==> src/rtl/song_reader_if.sv <==
// Bus between the song reader and its environment: player controls, note ROM
// port, and the note/duration hand-off to the note player.
interface song_reader_if #(
    parameter int NOTE_W = 6,
    parameter int DUR_W  = 6,
    parameter int IDX_W  = 5
);
    logic                      play;
    logic [1:0]                song;
    logic                      note_done;
    logic [2+IDX_W-1:0]        rom_addr;
    logic [NOTE_W+DUR_W-1:0]   rom_data;
    logic [NOTE_W-1:0]         note;
    logic [DUR_W-1:0]          duration;
    logic                      new_note;
    logic                      song_done;

    modport master (
        output play, song, note_done, rom_data,
        input  rom_addr, note, duration, new_note, song_done
    );

    modport slave (
        input  play, song, note_done, rom_data,
        output rom_addr, note, duration, new_note, song_done
    );
endinterface

==> src/rtl/song_reader.sv <==
// Walks the external note ROM for the selected song and presents one
// note/duration pair at a time, advancing on each note_done pulse.
module song_reader #(
    parameter int NOTE_W = 6,
    parameter int DUR_W  = 6,
    parameter int IDX_W  = 5
) (
    input  logic        clk,
    input  logic        reset,
    song_reader_if.slave bus
);

    typedef enum logic [2:0] {
        IDLE,
        FETCH,
        WAIT_ROM,
        WAIT_NOTE,
        DONE
    } state_t;

    localparam logic [IDX_W-1:0] LAST_IDX = '1;

    state_t              state, state_nx;
    logic [IDX_W-1:0]    note_idx, note_idx_nx;
    logic [NOTE_W-1:0]   note_q, note_nx;
    logic [DUR_W-1:0]    dur_q, dur_nx;
    logic                new_note_q, new_note_nx;
    logic                song_done_q, song_done_nx;

    logic [NOTE_W-1:0]   rom_note;
    logic [DUR_W-1:0]    rom_dur;

    function automatic logic is_end_marker(input logic [DUR_W-1:0] dur);
        return (dur == '0);
    endfunction

    assign rom_note = bus.rom_data[NOTE_W+DUR_W-1:DUR_W];
    assign rom_dur  = bus.rom_data[DUR_W-1:0];

    // Song is not latched: a song change always comes with a reset.
    assign bus.rom_addr  = {bus.song, note_idx};
    assign bus.note      = note_q;
    assign bus.duration  = dur_q;
    assign bus.new_note  = new_note_q;
    assign bus.song_done = song_done_q;

    always_ff @(posedge clk) begin
        if (reset) begin
            state       <= IDLE;
            note_idx    <= '0;
            note_q      <= '0;
            dur_q       <= '0;
            new_note_q  <= 1'b0;
            song_done_q <= 1'b0;
        end else begin
            state       <= state_nx;
            note_idx    <= note_idx_nx;
            note_q      <= note_nx;
            dur_q       <= dur_nx;
            new_note_q  <= new_note_nx;
            song_done_q <= song_done_nx;
        end
    end

    always_comb begin
        state_nx     = state;
        note_idx_nx  = note_idx;
        note_nx      = note_q;
        dur_nx       = dur_q;
        new_note_nx  = 1'b0;
        song_done_nx = 1'b0;

        case (state)
            IDLE: begin
                if (bus.play) state_nx = FETCH;
            end
            FETCH: begin
                state_nx = WAIT_ROM;
            end
            WAIT_ROM: begin
                // ROM word stays valid while paused since the address is held.
                if (bus.play) begin
                    if (is_end_marker(rom_dur)) begin
                        song_done_nx = 1'b1;
                        state_nx     = DONE;
                    end else begin
                        note_nx     = rom_note;
                        dur_nx      = rom_dur;
                        new_note_nx = 1'b1;
                        state_nx    = WAIT_NOTE;
                    end
                end
            end
            WAIT_NOTE: begin
                if (bus.note_done) begin
                    if (note_idx == LAST_IDX) begin
                        song_done_nx = 1'b1;
                        state_nx     = DONE;
                    end else begin
                        note_idx_nx = note_idx + 1'b1;
                        state_nx    = FETCH;
                    end
                end
            end
            DONE: begin
                state_nx = DONE;
            end
            default: begin
                state_nx = IDLE;
            end
        endcase
    end

endmodule

==> src/flat_wrapper.sv <==
// flat-port wrapper written by rule: the top's interface ports become plain ports
module song_reader_flat 
#(
    parameter int NOTE_W = 6,
    parameter int DUR_W  = 6,
    parameter int IDX_W  = 5
)
  (clk, reset, bus_play, bus_song, bus_note_done, bus_rom_data, bus_rom_addr, bus_note, bus_duration, bus_new_note, bus_song_done);
  song_reader_if #(.NOTE_W(NOTE_W), .DUR_W(DUR_W), .IDX_W(IDX_W)) bus_i ();
  input  logic clk;
  input  logic reset;
  input wire logic [$bits(bus_i.play)-1:0] bus_play;
  input wire logic [$bits(bus_i.song)-1:0] bus_song;
  input wire logic [$bits(bus_i.note_done)-1:0] bus_note_done;
  input wire logic [$bits(bus_i.rom_data)-1:0] bus_rom_data;
  output wire logic [$bits(bus_i.rom_addr)-1:0] bus_rom_addr;
  output wire logic [$bits(bus_i.note)-1:0] bus_note;
  output wire logic [$bits(bus_i.duration)-1:0] bus_duration;
  output wire logic [$bits(bus_i.new_note)-1:0] bus_new_note;
  output wire logic [$bits(bus_i.song_done)-1:0] bus_song_done;
  assign bus_i.play = bus_play;
  assign bus_i.song = bus_song;
  assign bus_i.note_done = bus_note_done;
  assign bus_i.rom_data = bus_rom_data;
  assign bus_rom_addr = bus_i.rom_addr;
  assign bus_note = bus_i.note;
  assign bus_duration = bus_i.duration;
  assign bus_new_note = bus_i.new_note;
  assign bus_song_done = bus_i.song_done;
  song_reader #(.NOTE_W(NOTE_W), .DUR_W(DUR_W), .IDX_W(IDX_W)) u_core (.clk(clk), .reset(reset), .bus(bus_i));
endmodule
==> config.mk <==
export PLATFORM = sky130hd
export DESIGN_NAME = song_reader_flat
export DESIGN_NICKNAME = d
export VERILOG_FILES = /design/src/rtl/song_reader_if.sv /design/src/rtl/song_reader.sv /design/src/flat_wrapper.sv
export SDC_FILE = /design/constraint.sdc
export NUM_CORES = 1
export LEC_CHECK = 0
export ABC_AREA = 0
export CAP_MARGIN = 20
export CORE_UTILIZATION = 42
export DETAILED_ROUTE_END_ITERATION = 10
export GPL_ROUTABILITY_DRIVEN = 0
export HOLD_SLACK_MARGIN = 0.05
export PLACE_DENSITY = 0.9
export SKIP_LAST_GASP = 1
export SYNTH_ARGS = -nofsm -noshare
export SYNTH_HDL_FRONTEND = slang
export SYNTH_SLANG_ARGS = --single-unit
==> constraint.sdc <==
create_clock -name clk -period 2.25 [get_ports clk]
set_clock_uncertainty 0.2 [all_clocks]
set_input_delay 0.5625 -clock clk [delete_from_list [all_inputs] [get_ports clk]]
set_output_delay 0.5625 -clock clk [all_outputs]
set_load 0.02 [all_outputs]
==> metrics.txt <==
Detail Route Antenna Nets 0; pin count of the biggest net entering global routing 13; cell count after synthesis 101; critical path startpoint category register; Finish-stage setup viols 0; placed insts 161; largest family of logic cells by synthesized area simple AND/OR/NAND/NOR gates; share of layout cells above drive strength 1 0.0809; CP endpoint kind output port; Tcrit/Tclk final 0.937; Slew HR 0.721; Synth Area in Compound Gates 0.0977; clock sink count 22; final setup margin 0.142 ns; Ys Warns 0; peak supply drop 0.473 mV; nets 159; CTS tree yes; post-DP HPWL 1.60 mm; number of global-route vias before repair 861; ys flop type dfxtp_1; Crit. path cell count 1; GRT Resource Usage Total 0.185; Req. time, crit path 1.49 ns; Final Non-Filler Cells 164; Die Footprint 0.00255 mm2; most common cell in the netlist dfxtp_1; worst-skew pair later-pin latency 0.30 ns; RSZ-0062 raised after global routing false; Post-Synth Simple-Gate Area 0.188; WP data arrival 1.35 ns; Synth cell types 30; HP Class reg -> reg; worst path bufs/invs 1; Post-synth ARST share 0; Die X 50.5 um; final count of pins violating max slew 0; Comb pwr share 0.159; Starting Density 0.446; Max-Cap Viols 0; routed length per placed instance 13.0 um; CTS max path bufs 2; first-pass GRT wire length 3.60 mm; htree depth 1; via density per instance 5.17; syn avg cell area 9.76 um2; EDFF count, synth 0; CP delay by family, top buffers and inverters; Port Buf Inserts 34; DRT iter0 DRCs 16; Reg power frac 0.587; DP Worst Slack -0.00902 ns; Final Hold Violating Endpoints 0; R2R Path End u_core.note_idx[4]; CP cell instances clkdlybuf4s50_1; Net Count, Synth 122; switching power 0.174 mW; Worst setup endpoint bus_rom_addr[2]; detailed-route via count 848; status finished, final reports clean; Slew @ Worst Pin 0.419 ns; Pleak 0.491 nW; I/O pin count 39; PwrDens 504 mW/mm2; cell taking the most area after synthesis dfxtp_1; critical path type reg -> out; mux share of post-synthesis cell area 0.142; Pre-Repair DR Iteration Count 4; Power Total 0.696 mW; Critical Path Max Stage Delay 0.63 ns; Layout Area Growth over Synthesis 40.1%; crit path launch u_core.note_idx[2]; Synth top cells by count dfxtp_1, nor2_1, mux2i_1; number of diodes 0; Max Fclk 474 MHz; worst reg-to-reg setup slack 0.27 ns; Final min period 2.11 ns; Synth Area in XOR/XNOR 0.0266; top cell type's share of synthesized area 0.447; synth top area cells dfxtp_1, mux2i_1, nor2_1; reg2reg path depth 6; Yosys reg bits 22; cts repair resizes 0; antenna violations before repair 0; CORE AREA 0.00221 mm2; Internal 0.522 mW; Post-CTS Setup Inserts 0; DR DRC count 0; post-synthesis adder-cell area fraction 0.0381; crit-path max FO 4; hold buffers post-CTS 0; die height 50.5 um; WL final 2.12 mm; clock share of power 0.254; root buffer cell clkbuf_4; Worst-path clk slew 0.12 ns; Rows 17; TritonCTS Buffers 3; post-synthesis sequential area ratio 0.447; R2R Path Start u_core.note_idx[0]; grt ovf 0; synthesized cell area 986 um2; Switching Fraction 0.250; Crit-path slowest cell clkdlybuf4s50_1
[worst min path at each step]
stage | cells past startpoint | start | end | slack (ns)
6_report | 2 | u_core.bus.duration[2] | u_core.bus.duration[2] | 0.32
5_1_grt | 2 | u_core.bus.duration[2] | u_core.bus.duration[2] | 0.36
4_1_cts | 2 | u_core.bus.duration[2] | u_core.bus.duration[2] | 0.32
3_5_place_dp | 2 | u_core.bus.note[0] | u_core.bus.note[0] | 0.29
3_3_place_gp | 2 | u_core.bus.duration[1] | u_core.bus.duration[1] | 0.28
2_1_floorplan | 2 | u_core.bus.duration[0] | u_core.bus.duration[0] | 0.38
[logic make-up after synthesis]
| kind of cell | Yosys count |
|---|---|
| compound gates | 11 |
| xor+xnor | 3 |
| fa+ha+maj | 3 |
| buf+inv | 9 |
| flops | 22 |
| mux | 14 |
| simple gates | 39 |
[placed cells by master, fill, tap and decap left out, drive strengths merged, types with 2 or more instances in the layout]
master	instances
and3	2
buf	5
clkbuf	3
clkdlybuf4s50	34
dfxtp	22
ha	3
inv	2
mux2i	14
nand2	3
nand2b	3
nand3	2
nor2	21
nor3	2
nor4	3
o21ai	3
xnor2	3
[sequential cells by signal, summed over array words and instances (netlist names)]
name                  flops
u_core.bus.song_done      1
u_core.state              3
u_core.bus.note           6
u_core.note_idx           5
u_core.bus.new_note       1
u_core.bus.duration       6
[power groups by stage]
| stage | combinational (mW) | clock (mW) | sequential, mW |
|---|---|---|---|
| final | 0.111 | 0.177 | 0.409 |
| after global routing | 0.119 | 0.198 | 0.410 |
| after CTS | 0.111 | 0.183 | 0.409 |
| after detailed placement | 0.111 | 0 | 0.417 |
| after global placement | 0.107 | 0 | 0.416 |
| after floorplan | 0.0561 | 0 | 0.422 |
[per-stage QoR]
| step | cell area [um2] | setup TNS, ns | hold WS [ns] | util |
|---|---|---|---|---|
| after global placement | 1360 | 0 | 0.279 | 0.614 |
| after floorplan | 986 | 0 | 0.383 | - |
| after global routing | 1380 | 0 | 0.356 | 0.624 |
| after detailed placement | 1360 | -0.00949 | 0.290 | 0.614 |
| after CTS | 1380 | 0 | 0.323 | 0.624 |
| final | 1380 | 0 | 0.317 | 0.624 |
[layout make-up]
cell class / count / area, um2
well taps: 28 / 35.0
multi-input cells: 70 / 485
clock buffers: 3 / 22.5
repair buffers: 39 / 390
fillers: 197 / 831
flip-flops and latches: 22 / 440
inverters: 2 / 7.51
[routing by layer]
| metal | track usage | vias to the layer above | share of wire |
|---|---|---|---|
| met5 | 0 | - | 0 |
| met4 | 0.0370 | 0 | 0 |
| met3 | 0.0576 | 0 | 0.065 |
| met1 | 0.216 | 393 | 0.44 |
| li1 | - | 422 | - |
| met2 | 0.331 | 33 | 0.49 |
Power figures use the tool's default switching activity.
